**config.mk**
```make
export PLATFORM = sky130hd
export DESIGN_NAME = async_fifo_rd_stream
export DESIGN_NICKNAME = d
export VERILOG_FILES = /design/src/rtl/async_fifo_rd_stream.sv
export SDC_FILE = /design/constraint.sdc
export NUM_CORES = 1
export LEC_CHECK = 0
export BUFFER_PORTS_ARGS = -buffer_cell sky130_fd_sc_hd__buf_2
export CAP_MARGIN = 20
export CORE_MARGIN = 5
export CORE_UTILIZATION = 56
export CTS_CLUSTER_SIZE = 14
export DETAILED_ROUTE_END_ITERATION = 6
export MAX_ROUTING_LAYER = met4
export PLACE_DENSITY = 0.83
export SLEW_MARGIN = 30
export SYNTH_ARGS = -nofsm -noshare
export SYNTH_HDL_FRONTEND = slang
export SYNTH_SLANG_ARGS = --single-unit
```
**constraint.sdc**
```tcl
create_clock -name r_clk -period 2.6 [get_ports r_clk]
set_input_delay 0.26 -clock r_clk [delete_from_list [all_inputs] [get_ports r_clk]]
set_output_delay 0.26 -clock r_clk [all_outputs]
set_load 0.005 [all_outputs]
```
**src/rtl/async_fifo_rd_stream.sv**
```systemverilog
// async_fifo_rd_stream: read-side FIFO consumer with 2-entry prefetch and stream out.
// Optional FIFO_RD_STATS_EN adds rd_words/rd_stalls counters.
module async_fifo_rd_stream #(
  parameter int DATA_SIZE = 8,
  parameter int ADDR_SIZE = 8
) (
  input  logic                 r_clk,
  input  logic                 r_rst,
  input  logic [DATA_SIZE-1:0] r_data,
  input  logic                 r_empty,
  output logic                 r_inc,
  output logic [DATA_SIZE-1:0] m_data,
  output logic                 m_valid,
  input  logic                 m_ready,
  input  logic                 drain,
  output logic [1:0]           buf_level,
  output logic [ADDR_SIZE:0]   drain_cnt
`ifdef FIFO_RD_STATS_EN
  ,
  output logic [31:0]          rd_words,
  output logic [31:0]          rd_stalls
`endif
);

  typedef enum logic [1:0] {
    ST_EMPTY = 2'd0,
    ST_ONE   = 2'd1,
    ST_TWO   = 2'd2
  } state_t;

  localparam logic [ADDR_SIZE:0] CNT_MAX =
    {1'b1, {ADDR_SIZE{1'b0}}};

  state_t               state_q;
  logic [DATA_SIZE-1:0] data0_q;
  logic [DATA_SIZE-1:0] data1_q;
  logic                 valid_q;
  logic [1:0]           level_q;
  logic [ADDR_SIZE:0]   dcnt_q;
  logic                 drain_q;
  logic                 pop;
  logic                 deq;

  // Pop only depends on FIFO flag, own state and drain; never on m_ready.
  assign r_inc = !r_rst && !r_empty && (drain || state_q != ST_TWO);
  assign pop   = r_inc && !drain;
  assign deq   = valid_q && m_ready;

  assign m_data    = data0_q;
  assign m_valid   = valid_q;
  assign buf_level = level_q;
  assign drain_cnt = dcnt_q;

  // Prefetch buffer FSM with drain override and discard counter.
  always_ff @(posedge r_clk) begin
    if (r_rst) begin
      state_q <= ST_EMPTY;
      data0_q <= '0;
      data1_q <= '0;
      valid_q <= 1'b0;
      level_q <= 2'd0;
      dcnt_q  <= '0;
      drain_q <= 1'b0;
    end else begin
      drain_q <= drain;
      if (drain) begin
        state_q <= ST_EMPTY;
        valid_q <= 1'b0;
        level_q <= 2'd0;
        if (!drain_q)
          dcnt_q <= (ADDR_SIZE+1)'(r_inc);
        else if (r_inc && dcnt_q != CNT_MAX)
          dcnt_q <= dcnt_q + 1'b1;
      end else begin
        unique case (state_q)
          ST_EMPTY: begin
            if (pop) begin
              state_q <= ST_ONE;
              data0_q <= r_data;
              valid_q <= 1'b1;
              level_q <= 2'd1;
            end
          end
          ST_ONE: begin
            if (pop && deq) begin
              data0_q <= r_data;
            end else if (pop) begin
              state_q <= ST_TWO;
              data1_q <= r_data;
              level_q <= 2'd2;
            end else if (deq) begin
              state_q <= ST_EMPTY;
              valid_q <= 1'b0;
              level_q <= 2'd0;
            end
          end
          ST_TWO: begin
            if (deq) begin
              state_q <= ST_ONE;
              data0_q <= data1_q;
              level_q <= 2'd1;
            end
          end
          default: begin
            state_q <= ST_EMPTY;
            valid_q <= 1'b0;
            level_q <= 2'd0;
          end
        endcase
      end
    end
  end

`ifdef FIFO_RD_STATS_EN
  logic [31:0] words_q;
  logic [31:0] stalls_q;

  assign rd_words  = words_q;
  assign rd_stalls = stalls_q;

  // Handshake and stall counters, frozen while draining.
  always_ff @(posedge r_clk) begin
    if (r_rst) begin
      words_q  <= '0;
      stalls_q <= '0;
    end else if (!drain) begin
      if (deq)
        words_q <= words_q + 32'd1;
      if (valid_q && !m_ready)
        stalls_q <= stalls_q + 32'd1;
    end
  end
`endif

endmodule
```
Word level (Yosys, flattened, before mapping)
Cells that the tools add are included.
{"block": "classes", "mul": 0, "n_eq_ne": 12, "magnitude_cmp": 0, "reduce_logical": 18, "mux": 17, "bitwise_logic": 3, "div": 0, "shifts": 0, "n_addsub": 1}
{"cell": "two-way mux 8 bit", "n": 3}
{"cell": "one-hot mux 8 bit (3 select lines)", "n": 1}
{"cell": "two-way mux 9 bit", "n": 2}
{"cell": "!= test 2 bit (second input constant)", "n": 7}
{"cell": "two-way mux 2 bit", "n": 5}
{"cell": "AND reduction 5 bit", "n": 2}
{"cell": "adder 9 x 1 -> 9 bit (second input constant)", "n": 1}
{"cell": "!= test 9 bit (second input constant)", "n": 1}
{"cell": "AND reduction 4 bit", "n": 2}
{"cell": "logical AND 1 bit", "n": 6}
{"cell": "one-hot mux 2 bit (3 select lines)", "n": 1}
{"cell": "two-way mux 1 bit", "n": 4}
{"cell": "zero test 1 bit", "n": 3}
{"cell": "!= test 3 bit (second input constant)", "n": 1}
{"cell": "NOT 1 bit", "n": 3}
{"cell": "one-hot mux 1 bit (3 select lines)", "n": 1}
{"cell": "nonzero test 3 bit", "n": 1}
{"cell": "equality test 2 x 1 -> 1 bit (second input constant)", "n": 1}
{"cell": "equality test 2 bit (second input constant)", "n": 1}
{"cell": "zero test 2 bit", "n": 1}
{"cell": "!= test 2 x 1 -> 1 bit (second input constant)", "n": 1}
{"cell": "AND reduction 2 bit", "n": 1}
{"cell": "OR reduction 2 bit", "n": 1}
{"cell": "logical OR 1 bit", "n": 1}
{"block": "word_totals", "mem_count": 0, "reg_bits": 29, "latch_bits": 0, "out_inout_bits": 21, "word_cells": 57, "mem_bits_rw": 0, "rom_bits": 0}

Longest topological paths before layout
Gate-level depths: netlist of the first run.
{"block": "logic_depth", "depth_word": 7, "ltp_mapped": 7, "depth_no_buf": 6}

Least setup slack after synthesis of the first run
No wires, ideal clock.
{"block": "synth_path", "kind": "reg2reg", "from": "reg, netlist name buf_level[1]", "to": "reg data0_q[0] (netlist: m_data[0])", "setup_time_ns": 0.124, "path_stages_with_launch": 6, "arrival_ns": 1.439, "slack_ns": 1.037, "synth_period_minus_slack_ns": 1.563, "cell_sequence": "dfxtp_1 or3_4 a211oi_4 or2_1 buf_6 a21oi_1"}
{"element": "end signal: assignment", "line_no": "79", "rtl": "data0_q <= r_data;"}
{"element": "end signal: assignment", "line_no": "86", "rtl": "data0_q <= r_data;"}
{"element": "end signal: assignment", "line_no": "100", "rtl": "data0_q <= data1_q;"}
{"element": "end: declaration", "line_no": "35", "rtl": "logic [DATA_SIZE-1:0] data0_q;"}

==> results.toml, run 1 <==
[global_route]
grt_max_degree = 19
grtUsageTotal_pct = 21.35
grt_overflow = 0
grt_pass1_vias = 1293
antenna_found_initial = 0
grt_pass1_wl_um = 5526

[clock_tree]
clk_path_buf_depth = 2
clk_pin_slew_ns = 0.10
numCtsBuffers = 5
postCtsHoldBufs = 0
cts_root_buffer = "clkbuf_4"
clock_latency_ns = 0.34
htree_levels = 2
tritoncts = "built"
clock-sinks = 29
post_cts_resized = 0
post_cts_buffers = 0

[routing]
drtPass1Iterations = 4
via_per_inst = 5.839
first_iter_violations = 45
vias = 1273
drc_errors = 0
ant_nets = 0
routed_wirelength_um = 3293
wl_per_cell_um = 15.11

[yosys]
synth-async-reset-ratio_pct = 0
synthTopCellsByArea = "dfxtp_1 (41%), mux2i_1 (12%), nor2_1 (5.8%), a21oi_1 (4.2%), o31ai_1 (4.2%)"
syn_nets = 170
synthTopCellsByCount = "dfxtp_1 (29), nor2_1 (22), mux2i_1 (17)"
yosys_warnings = 0
netlist_area_um2 = 1424
ys_seq_area_share_pct = 40.77
synthDominantCellAreaShare_pct = 40.77
yosysTopAreaCell = "dfxtp_1"
synth_seq_cells = 29
ys_types = 40
syn_area_per_cell_um2 = 9.186
yosys_most_used_dff = "dfxtp_1"
postSynthCellCount = 155
synth_edf_count = 0
synthMostInstantiatedCell = "dfxtp_1"

[timing]
grt_setup_unrepaired = "no"
worst_hold_slack_ns = 0.1675
slew_headroom_pct = 54.78
fmax_mhz = 514.2
tightest_slew_ns = 0.6688
setup_viol = 0
hold_violations = 0
timing.final.crit_share_pct = 74.80
slew_viol_final = 0
fin_skew_ns = 0.006299
tns_ns = 0
min_period_ns = 1.945

[finish]
stdcell_count = 218
regArea_um2 = 580.6
n_antenna_cell = 0
area_growth_pct = 16.26
fin_nets = 202
stdcell_area_um2 = 1655
final_core_util_pct = 67.43
drive_above_1_share_pct = 24.47
nFillCells = 227
multi_input_area_um2 = 777.0

[power_and_ir_drop]
power.leakage_nw = 0.8163
p_comb_share_pct = 9.7
p_per_area_nw_per_um2 = 563.8
switchingPower_w = 0.0002344
ir_worst_vdd_v = 0.0006385
p_int_w = 0.0006990
swShare_pct = 25.11
clkPwrFrac_pct = 40.1
power_frac_seq_pct = 50.2

[setup_path]
crit_required_ns = 2.34
crit_path_start = "buf_level[0]"
path_class = "reg -> out"
critPathSlowestCell = "nand2b_1"
r2r_setup_slack_ns = 0.78
endpoint = "r_inc"
reg2reg_to = "m_data[4]"
crit_path_start_kind = "register"
cp-end-kind = "output pin"
timing.rr.start = "buf_level[1]"
slowest_delay_ns = 0.54
crit_chain = "nand2b_1 -> o21a_1 -> buf_2"
cp.arrival_ns = 1.68
critPathMaxFanout = 10
reg2reg_depth = 4

[die]
initial_core_util_pct = 58.00
die_x_um = 60.43
io_pins = 34
row_count = 18
core_um2 = 2455
die_area_um2 = 3651
die_h_um = 60.43

[worst_hold_path]
worstHoldPathCells = 3
hp-class = "in -> reg"

[placement]
post_dp_cell_area_um2 = 1572
dpl.cell_count = 210
place_hpwl_um = 2422
io_buffers = 33
routabilityCongestion = 0.8918

[flow_run]
max-cap-violations = 0

[outcome]
status = "complete, no violations"
[worst max-delay path, delay by kind of cell (launching register included)]
family | cells | cell delay, ns
flip-flops | 1 | 0.51
buffers and inverters | 1 | 0.11
AND/OR/NAND/NOR | 1 | 0.54
AO/OA/AOI/OAI | 1 | 0.18
[power groups by stage]
stage                     Combinational (W)  Clock (W)  Sequential [W]
after floorplan                   0.0000611          0        0.000476
after global placement            0.0000866          0        0.000477
after detailed placement          0.0000911          0        0.000478
after CTS                         0.0000917   0.000384        0.000468
after global routing               0.000102   0.000403        0.000471
final                             0.0000910   0.000374        0.000468
[per-stage QoR]
| step | total power, W | setup slack (ns) |
|---|---|---|
| floorplan | 0.0005370 | 1.037 |
| global placement | 0.0005640 | 0.8252 |
| detailed placement | 0.0005693 | 0.7029 |
| CTS | 0.0009438 | 0.6450 |
| global route | 0.0009756 | 0.5624 |
| finish | 0.0009334 | 0.6552 |
[how the worst min path moves through the flow]
stage	from	slack [ns]	endpoint
2_1_floorplan	r_data[0]	0.40	data1_q[0]
3_3_place_gp	data1_q[6]	0.48	data1_q[6]
3_5_place_dp	data1_q[2]	0.49	data1_q[2]
4_1_cts	r_data[2]	0.16	data1_q[2]
5_1_grt	r_data[7]	0.16	data1_q[7]
6_report	r_data[2]	0.17	data1_q[2]
[cell families (layout without fill, tap and decap cells)]
family,count (synthesis),after routing,share of synthesized area (%)
AOI/OAI and AO/OA,29,29,14.15
buffers and inverters,11,44,4.657
DFF,29,29,40.77
muxes,18,18,12.74
adders and majority gates,2,2,1.757
and+or+nand+nor,61,61,22.85
xor gates and xnor gates,5,5,3.075
[flip-flops by register name, summed over array words and instances (netlist names)]
register	flops
data1_q	8
m_data	8
buf_level	2
drain_q	1
m_valid	1
drain_cnt	9
[layout by cell type (no fill, tap or decap), types with 2 or more instances in the layout]
cell | Yosys | final
ha_1 | 2 | 2
a21oi_1 | 12 | 12
mux2i_1 | 17 | 17
and4_1 | 2 | 2
nand3b_1 | 2 | 2
nor2_1 | 22 | 22
clkbuf_4 | 0 | 5
o21ai_0 | 2 | 2
inv_1 | 2 | 2
nand3_1 | 4 | 4
nor2b_1 | 3 | 3
nand4_1 | 4 | 4
buf_2 | 2 | 33
o31ai_1 | 8 | 8
nand2b_1 | 3 | 3
nand2_1 | 10 | 10
dfxtp_1 | 29 | 29
xor2_1 | 4 | 4
nor4b_1 | 2 | 2
[area by class of cell]
type                            count  area share (%)
Clock inverter                      3           2.797
Sequential cell                    29           35.07
Clock buffer                        5           2.268
Tap cell                           30           2.268
Timing Repair Buffer               33           9.977
Inverter                            3          0.6803
Multi-Input combinational cell    115           46.94
[metal layers]
layer | vias up | GRT usage [%] | share of wire (%)
li1 | 616 | - | -
met1 | 607 | 23.38 | 43
met2 | 36 | 32.72 | 49
met3 | 14 | 5.957 | 5.1
met4 | 0 | 16.10 | 3.2
met5 | - | - | 0
No activity file was read; power rests on OpenSTA's default activity.
==> run 2, diff against run 1 <==
Settings changed: ABC_AREA from default to 1, CORE_UTILIZATION 56 to 47, PLACE_DENSITY 0.83 to 0.74.
Clock period 2.6 ns to 1.6 ns, I/O delays scaled along.
==> results.toml, run 2 <==
[timing]
slew_viol_final = 0
fmax_mhz = 702.3
hold_violations = 0
tightest_slew_ns = 0.5261
grt_setup_unrepaired = "no"
tns_ns = 0
slew_headroom_pct = 64.93
timing.final.ws_setup_ns = 0.1760
min_period_ns = 1.424
setup_viol = 0
fin_skew_ns = 0.008810
timing.final.crit_share_pct = 89.00

[worst_hold_path]
worstHoldPathCells = 3
worstHoldStart = "r_data[3]"
hold-path-endpoint = "data1_q[3]"
hp-class = "in -> reg"

[die]
die_area_um2 = 4334
row_count = 20
die_h_um = 65.84
die_x_um = 65.84
io_pins = 34
core_um2 = 3028
initial_core_util_pct = 48.39

[routing]
routed_wirelength_um = 3289
drtPass1Iterations = 4
vias = 1411
first_iter_violations = 94
via_per_inst = 4.899
wl_per_cell_um = 11.42
ant_nets = 0
drc_errors = 0

[yosys]
synth_seq_cells = 29
synthMostInstantiatedCell = "nand2_1"
synth-async-reset-ratio_pct = 0
synth_edf_count = 0
yosysTopAreaCell = "dfxtp_1"
syn_area_per_cell_um2 = 7.078
synthTopCellsByCount = "nand2_1 (51), dfxtp_1 (29), nor2_1 (26)"
netlist_area_um2 = 1465
synthDominantCellAreaShare_pct = 39.62
ys_seq_area_share_pct = 39.62
yosys_warnings = 0
synthTopCellsByArea = "dfxtp_1 (40%), nand2_1 (13%), nor2_1 (6.7%), a21oi_1 (6.5%), o21ai_0 (4.8%)"
postSynthCellCount = 207
yosys_most_used_dff = "dfxtp_1"
syn_nets = 222
ys_types = 27

[placement]
io_buffers = 33
dp_slack_ns = 0.09504
place_hpwl_um = 2487
routabilityCongestion = 0.8576
post_dp_cell_area_um2 = 1653

[global_route]
grt_max_degree = 16
top_usage_layer = "met2"
antenna_found_initial = 0
grt_pass1_wl_um = 5471
grt_pass1_vias = 1231
met3_usage_pct = 4.592
gr-usage-met2_pct = 26.16
grt_overflow = 0
grtUsageTotal_pct = 17.05
use_met1_pct = 20.75

[setup_path]
reg2reg_to = "drain_cnt[6]"
critPathMaxFanout = 12
cp-end-kind = "register"
reg2reg_depth = 10
crit_required_ns = 1.86
crit_path_start_kind = "register"
path_class = "reg -> reg"
cp.arrival_ns = 1.69
timing.rr.start = "drain_cnt[0]"
r2r_setup_slack_ns = 0.18

[finish]
nFillCells = 302
mostFrequentLayoutCells = "nand2_1 (51), buf_2 (33), dfxtp_1 (28), nor2_1 (26), a21oi_1 (19)"
layout_commonest_cell = "nand2_1"
largest_register_ffs = 9
drive_above_1_share_pct = 27.87
fin_nets = 258
n_antenna_cell = 0
stdcell_area_um2 = 1719
area_growth_pct = 17.34
final_core_util_pct = 56.78

[power_and_ir_drop]
ir_worst_vdd_v = 0.0004680
power_frac_seq_pct = 57.3
p_comb_share_pct = 10.0
power.leakage_nw = 0.7540
p_per_area_nw_per_um2 = 754.1
totalPowerFinal_w = 0.001296
swShare_pct = 26.95
switchingPower_w = 0.0003494
clkPwrFrac_pct = 32.7
p_int_w = 0.0009469

[clock_tree]
tritoncts = "built"
htree_levels = 2
clock_latency_ns = 0.33
clock-sinks = 29
post_cts_buffers = 0
clk_path_buf_depth = 2
clk_pin_slew_ns = 0.09
cts_root_buffer = "clkbuf_4"
numCtsBuffers = 5

[flow_run]
max-cap-violations = 0

[outcome]
status = "complete, no violations"
[run 2: cell count changes after synthesis, sizes merged, moves of 4 or more]
cell   before  now
nand2      10   56
mux2i      17    0
inv         2   18
o21ai       2   17
a21oi      12   22
nand3       4   14
o31ai       8    0
nor2       22   28
xor2        4    0
[run 2: kinds of logic (layout without fill, tap and decap cells)]
kind of cell	count (synthesis)	count (layout)	share of synthesized area, %
compound gates	41	41	16.14
fa+ha+maj	2	2	1.708
buf+inv	25	62	8.198
flops	29	29	39.62
simple gates	110	110	34.33
[run 2: power by group through the flow]
stage	clock [W]	sequential [W]	combinational, W
final	0.000423	0.000743	0.000130
after detailed placement	0	0.000759	0.000127
after CTS	0.000442	0.000742	0.000127
after floorplan	0	0.000759	0.0000831
after global placement	0	0.000759	0.000127
after global routing	0.000474	0.000745	0.000147
[run 2: repair_timing]
action	in CTS	in global routing
hold buffers	0	0
endpoints found under the hold margin	0	0
setup endpoints to repair	0	11
resized for setup	0	5
[run 2: per-layer routing]
metal	part of all wire, %	vias to the layer above	wire, um
li1	-	756	-
met1	48	613	1586
met2	44	36	1461
met3	5.4	6	177
met4	1.9	0	64
met5	0	-	0
[run 2: worst max path at each step]
stage | startpoint | endpoint | slack [ns] | depth (start not counted)
floorplan | drain_cnt[0] | drain_cnt[6] | 0.26 | 11
global placement | drain_cnt[0] | drain_cnt[7] | 0.08 | 10
detailed placement | drain_cnt[0] | drain_cnt[8] | 0.1 | 10
CTS | buf_level[0] | r_inc | 0.009 | 5
global route | drain_cnt[1] | drain_cnt[8] | 0.03 | 8
finish | drain_cnt[0] | drain_cnt[6] | 0.18 | 10
[run 2: through the flow]
stage / hold WS [ns] / instances
after floorplan: 0.2291 / 207
after global placement: 0.4029 / 280
after detailed placement: 0.4073 / 280
after CTS: 0.05073 / 288
after global routing: 0.08176 / 288
final: 0.06100 / 288
[run 2: final cells by class]
type | count | area [um2] | share of cell area [%]
sequential | 29 | 581.8 | 33.84
clock buffer | 6 | 41.29 | 2.402
clock inverter | 2 | 10.01 | 0.5822
tap | 44 | 55.05 | 3.202
inverter | 19 | 72.57 | 4.221
multi-input combinational | 153 | 778.2 | 45.27
timing repair buffer | 35 | 180.2 | 10.48
[run 2: critical path: stages (launching register included)]
cell     delay [ns]
dfxtp_2        0.36
inv_1          0.09
ha_1           0.15
nand2_1        0.05
nor2_1         0.09
nand2_1        0.06
nand2_2        0.14
nand2_4        0.13
nand2_1        0.08
nand2_1        0.05
nor2_1         0.14
